$ cat src/rtl/hc_dec_pipe.sv
// hc_dec_pipe -- two-stage, flow-controlled Hamming (7,4) decoder.
//
// Takes one 7-bit codeword per cycle. The first stage stores the codeword
// and its syndrome. The second stage stores the corrected data word with its
// error status. A saturating counter tracks how many corrected words have
// been delivered.
//
// Ports
//   i_clk        clock, rising edge
//   i_rst        synchronous active-high reset
//   i_valid      upstream codeword valid
//   o_ready      decoder can take a codeword this cycle
//   i_enc_data   codeword, bit k = Hamming position k+1
//   o_valid      output word valid
//   i_ready      downstream accepts the output word
//   o_data       corrected data {d3,d2,d1,d0}
//   o_err        non-zero syndrome seen, word was corrected
//   o_syndrome   syndrome of the output word (erroneous position, 0 if clean)
//   o_err_cnt    saturating count of corrected words delivered
//   i_cnt_clr    synchronous clear of o_err_cnt (wins over increment)
//
// Only DATA_WD=4 / CHK_WD=3 is meaningful. The bit positions below are fixed
// to the (7,4) layout.
module hc_dec_pipe #(
  parameter int DATA_WD = 4,
  parameter int CHK_WD  = 3,
  parameter int CNT_WD  = 16
) (
  input  logic                       i_clk,
  input  logic                       i_rst,
  input  logic                       i_valid,
  output logic                       o_ready,
  input  logic [DATA_WD+CHK_WD-1:0]  i_enc_data,
  output logic                       o_valid,
  input  logic                       i_ready,
  output logic [DATA_WD-1:0]         o_data,
  output logic                       o_err,
  output logic [CHK_WD-1:0]          o_syndrome,
  output logic [CNT_WD-1:0]          o_err_cnt,
  input  logic                       i_cnt_clr
);

  localparam int CW_WD = DATA_WD + CHK_WD;

  // Stage 1: raw codeword + syndrome
  logic              s1_valid_q, s1_valid_d;
  logic [CW_WD-1:0]  s1_cw_q,    s1_cw_d;
  logic [CHK_WD-1:0] s1_syn_q,   s1_syn_d;

  // Stage 2: corrected result presented on the outputs
  logic               s2_valid_q, s2_valid_d;
  logic [DATA_WD-1:0] s2_data_q,  s2_data_d;
  logic               s2_err_q,   s2_err_d;
  logic [CHK_WD-1:0]  s2_syn_q,   s2_syn_d;

  logic [CNT_WD-1:0]  cnt_q, cnt_d;

  logic              s2_free, in_hs, s1_adv, out_hs;
  logic [CHK_WD-1:0] syn_in;
  logic [CW_WD-1:0]  flip, corr;

  // Handshake / advance terms. o_ready looks only at registered state and
  // i_ready, so it has no path from i_valid.
  assign s2_free = !s2_valid_q || i_ready;
  assign o_ready = !s1_valid_q || s2_free;
  assign in_hs   = i_valid && o_ready;
  assign s1_adv  = s1_valid_q && s2_free;
  assign out_hs  = s2_valid_q && i_ready;

  // Syndrome bit k covers every position whose 1-based index has bit k set.
  assign syn_in = {i_enc_data[3] ^ i_enc_data[4] ^ i_enc_data[5] ^ i_enc_data[6],
                   i_enc_data[1] ^ i_enc_data[2] ^ i_enc_data[5] ^ i_enc_data[6],
                   i_enc_data[0] ^ i_enc_data[2] ^ i_enc_data[4] ^ i_enc_data[6]};

  // A non-zero syndrome names the 1-based position to invert. Zero matches
  // no position, so clean words pass through unchanged.
  always_comb begin
    flip = '0;
    for (int p = 0; p < CW_WD; p++)
      flip[p] = (s1_syn_q == CHK_WD'(p + 1));
  end

  assign corr = s1_cw_q ^ flip;

  always_comb begin
    s1_valid_d = s1_valid_q;
    s1_cw_d    = s1_cw_q;
    s1_syn_d   = s1_syn_q;
    if (in_hs) begin
      s1_valid_d = 1'b1;
      s1_cw_d    = i_enc_data;
      s1_syn_d   = syn_in;
    end else if (s1_adv) begin
      s1_valid_d = 1'b0;
    end
  end

  // When S2 is stalled, its contents are left alone, so the outputs hold.
  always_comb begin
    s2_valid_d = s2_valid_q;
    s2_data_d  = s2_data_q;
    s2_err_d   = s2_err_q;
    s2_syn_d   = s2_syn_q;
    if (s1_adv) begin
      s2_valid_d = 1'b1;
      s2_data_d  = {corr[6], corr[5], corr[4], corr[2]};
      s2_err_d   = |s1_syn_q;
      s2_syn_d   = s1_syn_q;
    end else if (out_hs) begin
      s2_valid_d = 1'b0;
    end
  end

  always_comb begin
    cnt_d = cnt_q;
    if (i_cnt_clr)
      cnt_d = '0;
    else if (out_hs && s2_err_q && !(&cnt_q))
      cnt_d = cnt_q + 1'b1;
  end

  always_ff @(posedge i_clk) begin
    if (i_rst) begin
      s1_valid_q <= 1'b0;
      s1_cw_q    <= '0;
      s1_syn_q   <= '0;
      s2_valid_q <= 1'b0;
      s2_data_q  <= '0;
      s2_err_q   <= 1'b0;
      s2_syn_q   <= '0;
      cnt_q      <= '0;
    end else begin
      s1_valid_q <= s1_valid_d;
      s1_cw_q    <= s1_cw_d;
      s1_syn_q   <= s1_syn_d;
      s2_valid_q <= s2_valid_d;
      s2_data_q  <= s2_data_d;
      s2_err_q   <= s2_err_d;
      s2_syn_q   <= s2_syn_d;
      cnt_q      <= cnt_d;
    end
  end

  assign o_valid    = s2_valid_q;
  assign o_data     = s2_data_q;
  assign o_err      = s2_err_q;
  assign o_syndrome = s2_syn_q;
  assign o_err_cnt  = cnt_q;

endmodule
$ cat config.mk
export PLATFORM = sky130hd
export DESIGN_NAME = hc_dec_pipe
export DESIGN_NICKNAME = d
export VERILOG_FILES = /design/src/rtl/hc_dec_pipe.sv
export SDC_FILE = /design/constraint.sdc
export NUM_CORES = 1
export LEC_CHECK = 0
export ABC_AREA = 1
export CAP_MARGIN = 20
export CORE_MARGIN = 2
export CORE_UTILIZATION = 50
export DETAILED_ROUTE_END_ITERATION = 6
export PLACE_DENSITY = 0.78
export SLEW_MARGIN = 10
export SYNTH_ARGS = -nofsm -noshare
export SYNTH_HDL_FRONTEND = slang
export SYNTH_SLANG_ARGS = --single-unit
export TNS_END_PERCENT = 5
$ cat constraint.sdc
create_clock -name i_clk -period 2.5 [get_ports i_clk]
set_input_delay 0.25 -clock i_clk [delete_from_list [all_inputs] [get_ports i_clk]]
set_output_delay 0.25 -clock i_clk [all_outputs]
set_load 0.02 [all_outputs]
* Word-level counts from Yosys, hierarchy flattened
Index checks and enable logic that the tools add are counted.
W data, S select, Z words.
** Storage, ports and cells
- Output and inout port bits :: 26
- Flip-flop bits (word level) :: 36
- Word-level logic and storage cells :: 45
- Input port bits :: 12
** Cells by class
- Reduce and logical (&&, ||, !) cells :: 15
- Equal/unequal tests :: 7
- Bitwise gates (word level) :: 10
- Muxes and demuxes :: 4
- $add $sub $neg :: 1
** Operators with widths (number)
- $add A16 B1 Y16 const B :: 1
- $reduce_and A16 Y1 :: 1
- $eq A3 B3 Y1 const B :: 4
- $xor A1 B1 Y1 :: 9
- $xor A7 B7 Y7 :: 1
- $eq A3 B2 Y1 const B :: 2
- $logic_and A1 B1 Y1 :: 5
- $mux W1 :: 4
- $reduce_bool A2 Y1 :: 2
- $eq A3 B1 Y1 const B :: 1
- $logic_not A1 Y1 :: 3
- $reduce_or A3 Y1 :: 1
- $logic_or A1 B1 Y1 :: 2
- $reduce_or A2 Y1 :: 1

* Depth between registers and ports, before layout
- Word-level depth :: 5
- Gate-level depth with buffers :: 9

* Worst setup path before layout
No wires, ideal clock.
- Path kind :: reg-to-reg
- Start :: register s2_valid_q, in the netlist o_valid
- End :: register s1_syn_q[0]
- Stages on the path, launching flop included :: 6
- Library setup time :: 0.120 ns
- Required time :: 2.380 ns
- Slack :: 1.002 ns
- Data arrival time :: 1.377 ns
- Cells stage by stage :: dfxtp_1 nand3_1 nand2_1 clkinv_1 o21ai_0 a21oi_1
** Between the ends
- Word-level cells in the longest chain between the ends :: 4
** Ends and longest elaborated chain
- start, declared :: RTL line 51 : logic s2_valid_q, s2_valid_d;
- start signal, assigned :: RTL line 136 : s2_valid_q <= s2_valid_d;
- $logic_not A1 Y1 :: RTL line 64 : assign s2_free = !s2_valid_q || i_ready;
- $logic_or A1 B1 Y1 :: RTL line 64
- $logic_or A1 B1 Y1 :: RTL line 65 : assign o_ready = !s1_valid_q || s2_free;
- net o_ready :: RTL line 32 : output logic o_ready,
- $logic_and A1 B1 Y1 :: RTL line 66 : assign in_hs = i_valid && o_ready;
- end signal, assigned :: RTL line 135 : s1_syn_q <= s1_syn_d;
- end, declared :: RTL line 48 : logic [CHK_WD-1:0] s1_syn_q, s1_syn_d;
The timed path passes the listed nets, and every way through them passes these cells.
A chain may end at the register's enable or synchronous reset.

* Final worst setup path
- Start :: input i_ready
- End :: output o_ready
** Between the ends
- Word-level cells in the longest chain between the ends :: 2
** Ends and longest elaborated chain
- start, declared :: RTL line 35 : input logic i_ready,
- $logic_or A1 B1 Y1 :: RTL line 64
- $logic_or A1 B1 Y1 :: RTL line 65
- end, declared :: RTL line 32
Every way passes these cells.

==> flow_summary_export.csv <==
group,metric,value,unit
clock_network,cts-htree-levels,2,
route,drt-total-wl,3370,um
setup_path,crit_path_cell_trace,"clkdlybuf4s50_1 -> inv_1 -> nand3_1 -> clkdlybuf4s50_1",
setup_path,r2r_start,"o_err_cnt[0]",
logic_synthesis,synth_nets,251,
global_routing,grt_start_max_net_pins,17,
logic_synthesis,ys_warn_count,0,
cells_and_area,final_common_cell,"nor2_1",
setup_path,crit_fanout,3,
timing,setup_ws,722,ps
clock_network,numCtsBuffers,5,
route,viasPerCell,4.91,
setup_path,cp-start-kind,"input port",
run,cap_violations,0,
logic_synthesis,seq_area_frac_synth,0.402,
global_routing,met2_usage,0.305,
clock_network,clock_latency,330,ps
floorplan,ioPinCount,38,
timing,setup_viol,0,
logic_synthesis,syn_inst,238,
setup_path,worstSetupPathType,"in2out",
timing,period_share,0.711,
cells_and_area,syn2layout_area_growth,28.6,%
route,via_count,1586,
floorplan,die_h,61.3,um
global_routing,grt_pass1_wl,5570,um
cells_and_area,layout_common_cells,"56 x nor2_1, 46 x nand2_1, 37 x clkdlybuf4s50_1",
route,drtPass1Iterations,4,
cells_and_area,layout-drive-gt1-share,0.0753,
global_routing,overflow,0,
clock_network,cts_hold_buffers,0,
floorplan,coreArea,3080,um^2
clock_network,tritoncts,"done",
floorplan,fp.dieW,61.3,um
setup_path,crit_end,"o_ready",
logic_synthesis,syn_avg_cell_area,6.90,um^2
setup_path,r2r_slack,880,ps
cells_and_area,instances_no_fill,323,
route,avgRoutedWirePerCell,10.4,um
setup_path,max_stage_delay,620,ps
placed_design,gp_congestion,0.816,
floorplan,rows,20,
setup_path,worstPathRequired,2250,ps
placed_design,preCtsSetupSlack,716,ps
logic_synthesis,yosysUniqueCellTypes,21,
cells_and_area,postLayoutCellArea,2110,um^2
clock_network,cts_root_buf,"clkbuf_4",
logic_synthesis,ys_ff_latch,33,
cells_and_area,fillerInstances,290,
route,route.detailed.drc,0,
setup_path,path_common_cell,"clkdlybuf4s50_1",
timing,drv_slew,0,
global_routing,antenna_found_initial,0,
pwr,p_total,993,uW
floorplan,die_area,3760,um^2
pwr,power_density,470,nW/um^2
global_routing,grt_use_total,0.202,
clock_network,clock-sinks,33,
cells_and_area,diodes,0,
placed_design,dp_cells,316,
route,postRouteAntennaNets,0,
setup_path,reg2regPathDepth,6,
global_routing,grt_pass1_vias,1323,
setup_path,cp-end-kind,"primary output",
setup_path,cp.arrival,1530,ps
timing,rsz0062_at_grt,"no",
setup_path,crit_slowest_cell,"clkdlybuf4s50_1",
global_routing,met1_usage,0.263,
timing,fin_crit,1780,ps
timing,skew,7.92,ps
logic_synthesis,synthesis.area,1640,um^2
cells_and_area,post-route-util,0.686,
timing,hold_ws,496,ps
timing,hold_violations,0,
pwr,leakage,0.742,nW
placed_design,hpwlAfterDp,2610,um
timing,tightest_slew,450,ps
cells_and_area,layout.nets,292,
placed_design,place_area,2060,um^2
clock_network,clk_path_buf_depth,2,
floorplan,start_util,0.534,
placed_design,portBuffers,37,
clock_network,clkTransAtPathRegs,90,ps
timing,slew_headroom,0.699,
setup_path,timing.rr.end,"o_err_cnt[10]",
global_routing,busiest_layer,"met2",
global_routing,globalRouteMet3Util,0.0735,
setup_path,worstSetupStartpoint,"i_ready",
worst_hold_path,min_path_type,"reg2reg",
route,drtIter0Drc,111,
pwr,vdd_drop_max,0.332,mV
clock_network,cts_resized,0,
outcome,status,"finished, final reports clean",
clock_network,cts_setup_buffers,0,
timing,fin_setup_tns,0,ps
timing,clock.fmax,563,MHz
-- layer usage --
| metal | part of all wire | wire [um] |
|---|---|---|
| met2 | 0.44 | 1490 |
| met4 | 0.016 | 54 |
| met5 | 0 | 0 |
| met3 | 0.039 | 130 |
| met1 | 0.50 | 1700 |
-- critical path: cells and delay by family --
kind                   cells  cell delay (ps)
buffers and inverters      3             1180
AND/OR/NAND/NOR            1              100
-- synthesized netlist by cell type --
library cell / number / share of area
nor2_1: 56 / 0.13
nand2_1: 46 / 0.11
dfxtp_1: 33 / 0.40
a21oi_1: 19 / 0.058
inv_1: 17 / 0.039
o21ai_0: 16 / 0.049
nand3_1: 13 / 0.040
xnor2_1: 9 / 0.048
nor2_2: 7 / 0.027
buf_2: 3 / 0.0091
nor2_4: 3 / 0.021
xor2_1: 3 / 0.016
clkinv_1: 2 / 0.0046
nand2_2: 2 / 0.0076
nand3b_1: 2 / 0.0091
nor3_1: 2 / 0.0061
clkbuf_1: 1 / 0.0023
ha_1: 1 / 0.0076
nand3_2: 1 / 0.0061
nand4_1: 1 / 0.0038
nor2_8: 1 / 0.012
-- state kept, by name, summed over array words and instances (netlist names) --
name        flops
s1_valid_q      1
o_valid         1
o_err           1
o_data          4
s1_cw_q         4
o_err_cnt      16
s1_syn_q        3
o_syndrome      3
-- where the power goes --
group	switching, mW	leakage [nW]	total, mW	internal [mW]
registers	0.0165	0.269	0.563	0.547
logic	0.0651	0.441	0.129	0.0643
clock network	0.168	0.0314	0.301	0.133
total	0.250	0.742	0.993	0.744
-- how the worst min path moves through the flow --
stage                       start             to  cells past startpoint  slack, ps
floorplan                   i_rst        o_valid                      1        320
global placement    o_syndrome[0]  o_syndrome[0]                      2        470
detailed placement  o_syndrome[0]  o_syndrome[0]                      2        480
CTS                 o_syndrome[2]  o_syndrome[2]                      2        500
global route        o_syndrome[0]  o_syndrome[0]                      2        520
finish              o_syndrome[2]  o_syndrome[2]                      2        500
-- final cells by class --
| class | instances | area (um^2) | share of cell area |
|---|---|---|---|
| multi-input combinational | 182 | 892 | 0.422 |
| timing repair buffer | 38 | 378 | 0.179 |
| tap | 44 | 55.1 | 0.0261 |
| clock buffer | 7 | 55.1 | 0.0261 |
| inverter | 19 | 71.3 | 0.0338 |
| sequential | 33 | 661 | 0.313 |
-- cell families after synthesis --
group	after synthesis	synth area share
buffers and inverters	23	0.0548
adder cells (fa/ha/maj)	1	0.00761
flip-flops	33	0.402
AO/OA/AOI/OAI	35	0.107
XOR/XNOR	12	0.0640
AND/OR/NAND/NOR	134	0.365
(Power assumes the default switching activity.)
